$ cat config.mk
export PLATFORM = sky130hd
export DESIGN_NAME = tc_multi
export DESIGN_NICKNAME = d
export VERILOG_FILES = /design/src/rtl/tc_multi.sv
export SDC_FILE = /design/constraint.sdc
export NUM_CORES = 1
export LEC_CHECK = 0
export ABC_AREA = 1
export BUFFER_PORTS_ARGS = -buffer_cell sky130_fd_sc_hd__clkbuf_2
export CELL_PAD_IN_SITES_DETAIL_PLACEMENT = 0
export CELL_PAD_IN_SITES_GLOBAL_PLACEMENT = 1
export CORE_ASPECT_RATIO = 1.75
export CORE_UTILIZATION = 47
export DETAILED_ROUTE_END_ITERATION = 8
export PLACE_DENSITY = 0.94
export SYNTH_ARGS = -nofsm -noshare
export SYNTH_HDL_FRONTEND = slang
export SYNTH_SLANG_ARGS = --single-unit
$ cat constraint.sdc
create_clock -name clk -period 8.46 [get_ports clk]
set_input_delay 0 -clock clk [delete_from_list [all_inputs] [get_ports clk]]
set_output_delay 0 -clock clk [all_outputs]
set_load 0.02 [all_outputs]
$ cat src/rtl/tc_multi.sv
// rtl/tc_multi.sv - multi-channel timer/counter with prescaler, PWM compare outputs and masked interrupt
// Double-buffered TOP/OCR, four counting modes, W1C and ack-based interrupt flag clearing.
module tc_multi #(
  parameter int WIDTH = 16,
  parameter int NCH   = 2
) (
  input  logic             clk,
  input  logic             rst,
  input  logic             write,
  input  logic             read,
  input  logic [3:0]       addr,
  input  logic [WIDTH-1:0] wdata,
  output logic [WIDTH-1:0] rdata,
  input  logic             t0,
  output logic [NCH-1:0]   oc,
  output logic             irq,
  input  logic             irq_ack
);
  localparam logic [1:0]       MODE_NORMAL = 2'd0;
  localparam logic [1:0]       MODE_CTC    = 2'd1;
  localparam logic [1:0]       MODE_FPWM   = 2'd2;
  localparam logic [1:0]       MODE_PC     = 2'd3;
  localparam logic [WIDTH-1:0] ONE_W       = 1;
  localparam logic [NCH:0]     ONE_F       = 1;

  logic [4:0]       ctrl_q, ctrl_d;
  logic [2*NCH-1:0] com_q, com_d;
  logic [WIDTH-1:0] tcnt_q, tcnt_d, top_buf_q, top_buf_d, top_act_q, top_act_d;
  logic [WIDTH-1:0] ocr_buf_q [NCH];
  logic [WIDTH-1:0] ocr_buf_d [NCH];
  logic [WIDTH-1:0] ocr_act_q [NCH];
  logic [WIDTH-1:0] ocr_act_d [NCH];
  logic [NCH:0]     imsk_q, imsk_d, ifr_q, ifr_d;
  logic [9:0]       presc_q, presc_d;
  logic             t0_s1_q, t0_s2_q, t0_s3_q;
  logic             dir_q, dir_d;
  logic [NCH-1:0]   oc_q, oc_d;
  logic             irq_q, irq_d;

  logic [1:0]       mode;
  logic [2:0]       cs;
  logic             tick_raw, tick, tcnt_wr, ctrl_wr;
  logic             cnt_up, dir_nxt, tov, wrap, load;
  logic [WIDTH-1:0] tcnt_nxt;
  logic [NCH-1:0]   match;
  logic [NCH:0]     hw_set, w1c, pend, ack_clr;

  assign mode    = ctrl_q[4:3];
  assign cs      = ctrl_q[2:0];
  assign tcnt_wr = write && (addr == 4'd2);
  assign ctrl_wr = write && (addr == 4'd0);
  assign tick    = tick_raw && !tcnt_wr;
  assign oc      = oc_q;
  assign irq     = irq_q;

  always_comb begin
    presc_d = (cs == 3'd0) ? 10'd0 : presc_q + 10'd1;
    case (cs)
      3'd1:    tick_raw = 1'b1;
      3'd2:    tick_raw = &presc_q[2:0];
      3'd3:    tick_raw = &presc_q[5:0];
      3'd4:    tick_raw = &presc_q[7:0];
      3'd5:    tick_raw = &presc_q;
      3'd6:    tick_raw = !t0_s2_q && t0_s3_q;
      3'd7:    tick_raw = t0_s2_q && !t0_s3_q;
      default: tick_raw = 1'b0;
    endcase
  end

  always_comb begin
    ctrl_d    = ctrl_q;
    com_d     = com_q;
    top_buf_d = top_buf_q;
    imsk_d    = imsk_q;
    ocr_buf_d = ocr_buf_q;
    if (write) begin
      case (addr)
        4'd0:    ctrl_d    = wdata[4:0];
        4'd1:    com_d     = wdata[2*NCH-1:0];
        4'd3:    top_buf_d = wdata;
        4'd8:    imsk_d    = wdata[NCH:0];
        default: ;
      endcase
      for (int i = 0; i < NCH; i++)
        if (addr == 4'(4 + i)) ocr_buf_d[i] = wdata;
    end
  end

  // dir_q=1 means counting down (phase-correct mode only)
  always_comb begin
    tcnt_nxt = tcnt_q + ONE_W;
    dir_nxt  = dir_q;
    cnt_up   = 1'b1;
    case (mode)
      MODE_CTC, MODE_FPWM: begin
        if (tcnt_q == top_act_q) tcnt_nxt = '0;
      end
      MODE_PC: begin
        if (top_act_q == '0) begin
          tcnt_nxt = '0;
        end else if (!dir_q && tcnt_q == top_act_q) begin
          tcnt_nxt = tcnt_q - ONE_W;
          dir_nxt  = 1'b1;
          cnt_up   = 1'b0;
        end else if (dir_q && tcnt_q == '0) begin
          dir_nxt = 1'b0;
        end else if (dir_q) begin
          tcnt_nxt = tcnt_q - ONE_W;
          cnt_up   = 1'b0;
        end
      end
      default: ;
    endcase
    wrap = tick && (tcnt_nxt == '0);
    tov  = wrap && (mode != MODE_PC || !cnt_up);
    case (mode)
      MODE_FPWM: load = wrap;
      MODE_PC:   load = tick && cnt_up && (tcnt_nxt == top_act_q);
      default:   load = 1'b1;
    endcase
    tcnt_d    = tcnt_wr ? wdata : (tick ? tcnt_nxt : tcnt_q);
    dir_d     = (ctrl_wr || mode != MODE_PC) ? 1'b0 : (tick ? dir_nxt : dir_q);
    top_act_d = load ? top_buf_q : top_act_q;
  end

  // Matches compare against the value active after this cycle's load
  always_comb begin
    for (int i = 0; i < NCH; i++) begin
      ocr_act_d[i] = load ? ocr_buf_q[i] : ocr_act_q[i];
      match[i]     = tick && (tcnt_nxt == ocr_act_d[i]);
      oc_d[i]      = oc_q[i];
      case (mode)
        MODE_NORMAL, MODE_CTC: begin
          case (com_q[2*i +: 2])
            2'd0:    oc_d[i] = 1'b0;
            2'd1:    if (match[i]) oc_d[i] = !oc_q[i];
            2'd2:    if (match[i]) oc_d[i] = 1'b0;
            default: if (match[i]) oc_d[i] = 1'b1;
          endcase
        end
        MODE_FPWM: begin
          if (!com_q[2*i+1])   oc_d[i] = 1'b0;
          else if (match[i])   oc_d[i] = com_q[2*i];
          else if (wrap)       oc_d[i] = !com_q[2*i];
        end
        default: begin
          if (!com_q[2*i+1])                        oc_d[i] = 1'b0;
          else if (match[i] && top_act_q != '0)     oc_d[i] = cnt_up ? com_q[2*i] : !com_q[2*i];
        end
      endcase
    end
  end

  always_comb begin
    hw_set  = {match, tov};
    w1c     = (write && addr == 4'd9) ? wdata[NCH:0] : '0;
    pend    = ifr_q & imsk_q;
    ack_clr = irq_ack ? (pend & (~pend + ONE_F)) : '0;
    ifr_d   = (ifr_q & ~w1c & ~ack_clr) | hw_set;
    irq_d   = |pend;
  end

  always_comb begin
    rdata = '0;
    if (read) begin
      case (addr)
        4'd0:    rdata[4:0]       = ctrl_q;
        4'd1:    rdata[2*NCH-1:0] = com_q;
        4'd2:    rdata            = tcnt_q;
        4'd3:    rdata            = top_buf_q;
        4'd8:    rdata[NCH:0]     = imsk_q;
        4'd9:    rdata[NCH:0]     = ifr_q;
        default: begin
          for (int i = 0; i < NCH; i++)
            if (addr == 4'(4 + i)) rdata = ocr_buf_q[i];
        end
      endcase
    end
  end

  always_ff @(posedge clk) begin
    if (rst) begin
      ctrl_q    <= '0;
      com_q     <= '0;
      tcnt_q    <= '0;
      top_buf_q <= '0;
      top_act_q <= '0;
      for (int i = 0; i < NCH; i++) begin
        ocr_buf_q[i] <= '0;
        ocr_act_q[i] <= '0;
      end
      imsk_q  <= '0;
      ifr_q   <= '0;
      presc_q <= '0;
      t0_s1_q <= 1'b0;
      t0_s2_q <= 1'b0;
      t0_s3_q <= 1'b0;
      dir_q   <= 1'b0;
      oc_q    <= '0;
      irq_q   <= 1'b0;
    end else begin
      ctrl_q    <= ctrl_d;
      com_q     <= com_d;
      tcnt_q    <= tcnt_d;
      top_buf_q <= top_buf_d;
      top_act_q <= top_act_d;
      for (int i = 0; i < NCH; i++) begin
        ocr_buf_q[i] <= ocr_buf_d[i];
        ocr_act_q[i] <= ocr_act_d[i];
      end
      imsk_q  <= imsk_d;
      ifr_q   <= ifr_d;
      presc_q <= presc_d;
      t0_s1_q <= t0;
      t0_s2_q <= t0_s1_q;
      t0_s3_q <= t0_s2_q;
      dir_q   <= dir_d;
      oc_q    <= oc_d;
      irq_q   <= irq_d;
    end
  end
endmodule

Word-level counts from Yosys, hierarchy flattened
Memory sizes are Yosys's and may differ from the RTL's.
Index checks and enable logic that the tools add are counted.
Word-level totals
  memories kept: 1
  RAM bits: 32
  output and inout bits: 19
  logic and storage cells: 183
  register bits after elaboration: 112
  input port bits: 26
Memories
  ocr_act_q: words 2, width 16, read ports 2, clocked after memory_dff 0, wr ports 2, RTL line 31  | logic [WIDTH-1:0] ocr_act_q [NCH];
Cells by class
  equal/unequal tests: 36
  muxes and demuxes: 55
  add/subtract/negate cells: 4
  reduce and logical (&&, ||, !) cells: 59
  bitwise gates (word level): 11
Operators with widths (count)
  $mux W16: 14
  $eq A16 B16 Y1: 4
  $logic_not A16 Y1: 3
  $pmux W11 S3: 1
  $pmux W16 S2: 1
  $mux W1: 28
  $pmux W3 S6: 1
  $add A16 B1 Y16 const B: 1
  $logic_and A1 B1 Y1: 16
  $reduce_bool A16 Y1: 1
  $sub A16 B1 Y16 const B: 1
  $and A3 B3 Y3: 4
  $eq A3 B3 Y1 const B: 4
  $ne A3 B3 Y1 const B: 4
  $reduce_and A2 Y1: 6
  $add A10 B1 Y10 const B: 1
  $reduce_and A10 Y1: 1
  $reduce_and A5 Y1: 2
  $reduce_or A2 Y1: 5
  $logic_not A1 Y1: 9
  $not A3 Y3: 3
  $eq A2 B2 Y1 const B: 4
  $eq A4 B2 Y1 const B: 2
  $eq A4 B3 Y1 const B: 2
  other kinds (30): 47

Logic depth before layout (Yosys ltp)
Gate-level depths: netlist of the first run.
  depth in word-level cells: 16
  gate-level depth with buffers: 35
  mapped depth without buffers: 32

Worst setup path after synthesis of the first run
OpenSTA, ideal clock, no wires.
  kind: reg-to-reg
  start: register ctrl_q[3]
  end: register oc_q[0] (netlist: oc[0])
  buffers on the path: 2
  period minus slack after synthesis: 3159 ps
  stages on the path, launching flop included: 28
  library setup time: 70 ps
  data arrival time: 3089 ps
  setup slack: 5301 ps
  cell sequence: dfxtp_1 ha_1 clkbuf_1 nand2_1 nor2_1 nand2_1 nand2_1 nand2_1 nor2_4 nand2_1 a21oi_1 nand2_1 nor2_1 nand2_2 buf_4 nand3b_1 nand2_1 nand2_1 nand2_1 nor2_1 nand2_1 nor2_2 nand3_1 nand2_1 nand2_1 nand2_1 nand3_1 a21oi_1
On the way
  longest elaborated chain between the ends: 12
  elaborated cells between the ends (all ways): 30
  classes of those cells: eq/ne: 10; mux: 10; reduce/logical: 10
Ends and longest elaborated chain
  from (decl): RTL line 26  | logic [4:0] ctrl_q, ctrl_d;
  from (signal assigned): RTL line 202  | ctrl_q <= ctrl_d;
  $eq A2 B2 Y1 or $eq A2 B1 Y1 (tied branches): RTL line 94, 116, 132
  $reduce_or A2 Y1: RTL line 94  | case (mode)
  $pmux W16 S2: RTL line 94
  $eq A16 B16 Y1 or $logic_not A16 Y1 (tied branches): RTL line 118, 114
  $logic_and A1 B1 Y1 (on tied branches): RTL line 118, 114
  $pmux W1 S2: RTL line 116  | case (mode)
  $mux W16: RTL line 129  | ocr_act_d[i] = load ? ocr_buf_q[i] : ocr_act_q[i];
  $eq A16 B16 Y1: RTL line 130  | match[i] = tick && (tcnt_nxt == ocr_act_d[i]);
  $logic_and A1 B1 Y1: RTL line 130
  $logic_and A1 B1 Y1 or $mux W1 (tied branches): RTL line 148, 143
  $ne A4 B1 Y1 (no line) or $mux W1 (tied branches)
  $reduce_and A5 Y1 (no line) or $pmux W1 S2 (tied branches)
  to (signal assigned): RTL line 199  | oc_q <= '0;
  to (signal assigned): RTL line 218  | oc_q <= oc_d;
  to (decl): RTL line 37  | logic [NCH-1:0] oc_q, oc_d;
Several ways; a longest one is shown, not always the timed one. The select of a mux whose other input is x is not followed.
A chain may end at the register's enable or synchronous reset.

Worst setup path in the final report of the first run
  start: register tcnt_q[0]
  end: register oc_q[0] (netlist: oc[0])
On the way
  longest elaborated chain between the ends: 15
  elaborated cells between the ends (all ways): 38
  classes of those cells: add/sub: 2; eq/ne: 8; mux: 18; reduce/logical: 10
Ends and longest elaborated chain
  from (decl): RTL line 28  | logic [WIDTH-1:0] tcnt_q, tcnt_d, top_buf_q, top_buf_d, top_act_q, top_act_d;
  from (signal assigned): RTL line 204  | tcnt_q <= tcnt_d;
  $add A16 B1 Y16 (tied with other cells): RTL line 91  | tcnt_nxt = tcnt_q + ONE_W;
  $mux W16 or $logic_and A1 B1 Y1 (tied branches): RTL line 107, 105
  $mux W16 or $mux W1 (tied branches): RTL line 105  | end else if (dir_q && tcnt_q == '0) begin
  $mux W16 or $mux W1 (tied branches): RTL line 101  | end else if (!dir_q && tcnt_q == top_act_q) begin
  $mux W16 or $mux W1 (tied branches): RTL line 99  | if (top_act_q == '0) begin
  $pmux W16 S2 or $mux W1 (tied branches): RTL line 94
  $eq A16 B16 Y1 (tied with other cells): RTL line 118  | MODE_PC: load = tick && cnt_up && (tcnt_nxt == top_act_q);
  $logic_and A1 B1 Y1 (on tied branches): RTL line 118, 114
  $pmux W1 S2: RTL line 116
  $mux W16: RTL line 129
  $eq A16 B16 Y1: RTL line 130
  $logic_and A1 B1 Y1: RTL line 130
  $logic_and A1 B1 Y1 or $mux W1 (tied branches): RTL line 148, 143
  $ne A4 B1 Y1 (no line) or $mux W1 (tied branches)
  $reduce_and A5 Y1 (no line) or $pmux W1 S2 (tied branches)
Several ways; a longest one is shown, not always the timed one. The select of a mux whose other input is x is not followed.

==> results of run 1 <==
[worst min-delay path by stage]
stage / from / end / depth (start not counted)
2_1_floorplan: t0 / t0_s1_q / 2
3_3_place_gp: t0 / t0_s1_q / 3
3_5_place_dp: t0 / t0_s1_q / 3
4_1_cts: wdata[0] / ocr_buf_q[16] / 3
5_1_grt: wdata[0] / ocr_buf_q[16] / 3
6_report: wdata[0] / ocr_buf_q[16] / 3
[registers in the layout, summed over array words and instances (netlist names), 2 cells and up]
register and count:
imsk_q 3, com_q 4, tcnt_q 16, top_buf_q 16, top_act_q 16, presc_q 10
oc 2, ctrl_q 5, ocr_act_q 32, ifr_q 3, ocr_buf_q 32
[routing by layer]
metal	vias up	track usage	wire (um)
met5	-	0	0
met3	218	0.0739	2570
met2	567	0.684	18200
met1	4568	0.372	12000
met4	0	0.392	4230
li1	4694	-	-
[per-stage QoR]
step                area [um2]  hold slack [ns]
detailed placement        9100            0.197
CTS                       9820           0.0119
global placement          9100            0.194
finish                    9820           0.0191
global route              9820           0.0258
floorplan                 8820            0.107
[cell type report]
type	count	area, um2
clock buffers	19	433
multi-input cells	1050	5080
clock inverters	13	125
inverters	150	563
fillers	1943	8390
flip-flops and latches	144	2880
well taps	234	293
repair buffers	69	448
[critical path, stage by stage (launching register included)]
cell and delay (ns):
dfxtp_1 0.36, inv_2 0.25, nand3_1 0.18, nor2_1 0.25
nand2_1 0.23, o21ai_0 0.45, nand4_1 0.33, nand2_1 0.51
nand2_1 0.09, nand2_1 0.16, nor2_1 0.06, nand3_1 0.07
nor2_1 0.05, nand2_2 0.48, nand2_4 0.48, inv_1 0.71
nand2_1 0.15, nand2_1 0.12, nand2_1 0.06, nand2_1 0.05
nand2_1 0.05, nor2_1 0.17, nand3_1 0.15, nand2_1 0.11
nand2_1 0.05, nand2_1 0.06, nand3_1 0.06, a21oi_1 0.11
[kinds of logic (layout without fill, tap and decap cells)]
logic type | Yosys count | count (layout)
flip-flops | 144 | 144
buffers and inverters | 213 | 251
AND/OR/NAND/NOR | 775 | 775
AO/OA/AOI/OAI | 245 | 245
adder cells (fa/ha/maj) | 9 | 9
XOR/XNOR | 21 | 21
[cells in the mapped netlist (all sizes together), types with 4 or more instances]
cell type  number  share of area
dfxtp         144           0.33
clkbuf         39          0.017
nand2         437           0.19
a21oi         103          0.059
o21ai          79          0.046
nand4          23          0.017
nor4            6         0.0043
o22ai           7         0.0050
xor2           21          0.021
a221oi         29          0.029
a31oi          17          0.012
buf            24          0.018
nand3         128          0.075
inv           148          0.063
nor3           29          0.016
nand3b         20          0.017
o211ai          4         0.0034
nor2          129          0.058
ha              9          0.013
[power by group]
group / switching, W / total (W) / internal, W
registers: 0.0000118 / 0.000703 / 0.000691
clock network: 0.000311 / 0.000720 / 0.000409
logic: 0.000169 / 0.000238 / 0.0000689
[timing repair]
action | 4_1_cts | 5_1_grt
setup endpoints to repair | 0 | 0
buffers inserted | 0 | 0
hold endpoints to repair | 59 | 0
hold buffers | 16 | 0
==> flow_summary.yaml, run 1 <==
outcome:
  outcome: "completed"
critical_path:
  startpoint: "tcnt_q[0]"
  critical_path_required_ns: 8.83
  path_class: "register to register"
  r2r_slack_ns: 2.56
  reg2reg_depth: 27
  cp_max_fo: 51
  worstPathArrival_ns: 6.26
  reg2reg_to: "oc[0]"
  critPathCaptureType: "register"
  worstReg2RegStart: "tcnt_q[0]"
  critPathCapture: "oc[0]"
  worstSetupStartpointType: "register"
place:
  place.gp.congestion: 1.08
  place.port_buffers: 44
  place.detailed.hpwl_um: 27500
  dpl_worst_slack_ns: 2.92
  dp.cells: 1631
drt:
  drtPass1Iterations: 9
  wirelength_um: 37000
  vias: 10000
  drt_iter0_markers: 988
  drc: 0
  post_drt_wl_per_cell_um: 22.0
  final_antenna_net_count: 0
  viasPerCell: 5.98
power_and_ir_drop:
  ir_drop_v: 0.000163
  total_power_w: 0.00166
  power.density_mw_per_mm2: 169
  power_leakage_nw: 4.23
timing:
  hold_viol: 0
  finalClockSkew_ns: 0.0123
  rsz0062_at_grt: "no"
  setup-tns-final_ns: 0
  period_minus_slack_ns: 5.90
  drv_slew: 0
  max_freq_mhz: 170
  relSlewSlack: 0.139
  fin_ws_ns: 2.56
  tightest_slew_ns: 1.29
  finalSetupViolations: 0
  min_period_over_period: 0.697
die:
  num_rows: 65
  die_w_um: 106
  start_util: 0.484
  ioPinCount: 45
  die_area_mm2: 0.0193
  fp.dieH_um: 183
  core_mm2: 0.0182
clock_network:
  cts-root-buf: "clkbuf_16"
  cts_tree: "done"
  cts_num_sinks: 144
  clock_path_buffers: 2
  clk_latency_ns: 0.43
  cts_made_buffers: 17
  path_clk_slew_ns: 0.06
  ctsResizeCount: 0
  cts-htree-levels: 4
final_layout:
  drive_gt1_frac: 0.0955
  insertedDiodeCount: 0
  area_growth_pct: 11.4
  layout.nets: 1467
  stdcell_count: 1679
  layout_common_cells: "nand2_1 (419), dfxtp_1 (144), inv_1 (128), nand3_1 (126), nor2_1 (122)"
  utilization: 0.539
  mostFrequentLayoutCell: "nand2_1"
grt:
  grt_pass1_vias: 9505
  grt_usage: 0.390
  antenna_found_initial: 0
  grt_pass1_wl_um: 55200
  grt_max_degree: 76
  overflow: 0
job:
  cap_violations: 0
logic_synthesis:
  syn-instance-count: 1407
  async_reset_ff_frac: 0
  synthAdderAreaFrac: 0.0128
  syn_area_per_cell_um2: 6.27
  yosysSeqAreaShare: 0.327
  synth_compound_area_frac: 0.159
  synth-simple-area-share: 0.382
  synth.ff_latch_count: 144
  synth_edf_count: 0
  yosysWarnings: 0
  synthFlopType: "dfxtp_1"
  ys_types: 40
  netlist_area_mm2: 0.00882
  muxShareOfSynthArea: 0
  syn-num-nets: 1442
  synth-xor-area-share: 0.0209
  synth_top_family_by_area: "simple AND/OR/NAND/NOR gates"
min_path:
  hold_path_class: "input port to register"
Note: power is estimated with default switching activity, not from simulation.
==> inputs of run 2 (changes only) <==
--- a/config.mk
+++ b/config.mk
@@ -10,9 +10,9 @@
 export CELL_PAD_IN_SITES_DETAIL_PLACEMENT = 0
 export CELL_PAD_IN_SITES_GLOBAL_PLACEMENT = 1
 export CORE_ASPECT_RATIO = 1.75
-export CORE_UTILIZATION = 47
+export CORE_UTILIZATION = 44
 export DETAILED_ROUTE_END_ITERATION = 8
-export PLACE_DENSITY = 0.94
+export PLACE_DENSITY = 0.9
 export SYNTH_ARGS = -nofsm -noshare
 export SYNTH_HDL_FRONTEND = slang
 export SYNTH_SLANG_ARGS = --single-unit
==> constraint.sdc (replaced) <==
create_clock -name clk -period 5.8 [get_ports clk]
set_input_delay 0 -clock clk [delete_from_list [all_inputs] [get_ports clk]]
set_output_delay 0 -clock clk [all_outputs]
set_load 0.02 [all_outputs]
==> flow_summary.yaml, run 2 (synthesis gave the netlist of run 1 again) <==
die:
  start_util: 0.449
  fp.dieH_um: 189
  core_mm2: 0.0197
  die_w_um: 109
  die_area_mm2: 0.0206
  ioPinCount: 45
  num_rows: 68
final_layout:
  multi_input_area_mm2: 0.00508
  drive_gt1_frac: 0.103
  stdcell_count: 1698
  utilization: 0.505
  mostFrequentLayoutCell: "nand2_1"
  fillers: 2037
  reg_top3: "ocr_act_q x32, ocr_buf_q x32"
  area_growth_pct: 12.6
  layout_common_cells: "nand2_1 (419), dfxtp_1 (144), inv_1 (128), nand3_1 (126), nor2_1 (122)"
  layout.nets: 1475
  insertedDiodeCount: 0
  seqCellArea_mm2: 0.00288
timing:
  hold_viol: 0
  max_freq_mhz: 193
  relSlewSlack: 0.293
  setup-tns-final_ns: 0
  drv_slew: 0
  rsz0062_at_grt: "no"
  finalClockSkew_ns: 0.00885
  finalSetupViolations: 0
  min_period_over_period: 0.892
  fin_ws_ns: 0.628
  tightest_slew_ns: 1.06
  period_minus_slack_ns: 5.17
grt:
  grt_pass1_wl_um: 53800
  overflow: 0
  antenna_found_initial: 0
  grt_max_degree: 52
  grt_pass1_vias: 9658
  grt_usage: 0.355
critical_path:
  critPathTopFamily: "simple AND/OR/NAND/NOR gates"
  path_class: "register to register"
  cp_max_fo: 51
  worstPathArrival_ns: 5.54
  cp_slowest_cell: "nor2_1"
  max_stage_delay_ns: 0.58
  critPathCaptureType: "register"
  crit_buf_inv: 1
  crit_top_cell: "nand2_1"
  worstSetupStartpointType: "register"
  critical_path_required_ns: 6.17
power_and_ir_drop:
  power.density_mw_per_mm2: 249
  ir_drop_v: 0.000352
  power_leakage_nw: 4.28
drt:
  drtPass1Iterations: 6
  drt_iter0_markers: 675
  post_drt_wl_per_cell_um: 20.7
  viasPerCell: 5.86
  drc: 0
  vias: 9947
  wirelength_um: 35200
  final_antenna_net_count: 0
job:
  cap_violations: 0
clock_network:
  cts_made_buffers: 17
  clock_path_buffers: 2
  cts_tree: "done"
  cts-htree-levels: 4
  ctsResizeCount: 0
  clk_latency_ns: 0.44
  cts_hold_repair.buffers: 15
  postCtsSetupBuffers: 0
  cts-root-buf: "clkbuf_16"
  path_clk_slew_ns: 0.07
  cts_num_sinks: 144
outcome:
  outcome: "completed"
place:
  place.port_buffers: 44
  dpl_worst_slack_ns: 0.758
  place.detailed.hpwl_um: 26300
  dp.cells: 1651
  place.gp.congestion: 1.00
min_path:
  hold_path_class: "input port to register"
-- run 2: changes by cell type in the layout (fill, tap and decap cells not counted), moves of 2 or more --
cell and delta:
clkinv_4 +2, clkbuf_1 -2, clkinv_2 -2, inv_8 +3, inv_6 -3, buf_4 +9
-- run 2: layout make-up --
cell class              instances  share of cell area
flip-flops and latches        144               0.290
repair buffers                 77              0.0509
well taps                     245              0.0309
clock buffers                  18              0.0442
multi-input cells            1050               0.512
inverters                     150              0.0567
clock inverters                14              0.0149
-- run 2: metrics by stage --
step | power (W) | instance area [um2] | hold WS [ns]
3_3_place_gp | 0.00137 | 9190 | 0.199
6_report | 0.00247 | 9930 | 0.0165
3_5_place_dp | 0.00137 | 9190 | 0.204
2_1_floorplan | 0.00126 | 8820 | 0.107
4_1_cts | 0.00247 | 9930 | 0.00988
5_1_grt | 0.00254 | 9930 | 0.0305
-- run 2: where the power goes --
group / internal [W] / total, W / switching [W]
clock: 0.000616 / 0.00110 / 0.000489
combinational: 0.000102 / 0.000342 / 0.000241
sequential: 0.00101 / 0.00102 / 0.0000161
-- run 2: final timing paths --
| kind | startpoint | end | slack [ns] | cells past startpoint |
|---|---|---|---|---|
| min | wdata[1] | tcnt_q[1] | 0.02 | 3 |
| max | presc_q[0] | oc[0] | 0.63 | 28 |
| min reg2reg | t0_s1_q | t0_s2_q | 0.42 | 2 |
| max reg2reg | presc_q[0] | oc[0] | 0.63 | 28 |
-- run 2: metal layers --
layer | global-route usage | vias to the layer above | wire length (um)
met2 | 0.627 | 487 | 18200
met1 | 0.355 | 4597 | 11800
li1 | - | 4699 | -
met5 | 0 | - | 0
met3 | 0.0523 | 164 | 2050
met4 | 0.298 | 0 | 3130
-- run 2: worst min-delay path, cell delays in order --
cell,delay (ns)
clkbuf_2,0.19
nand2_1,0.11
a31oi_1,0.09
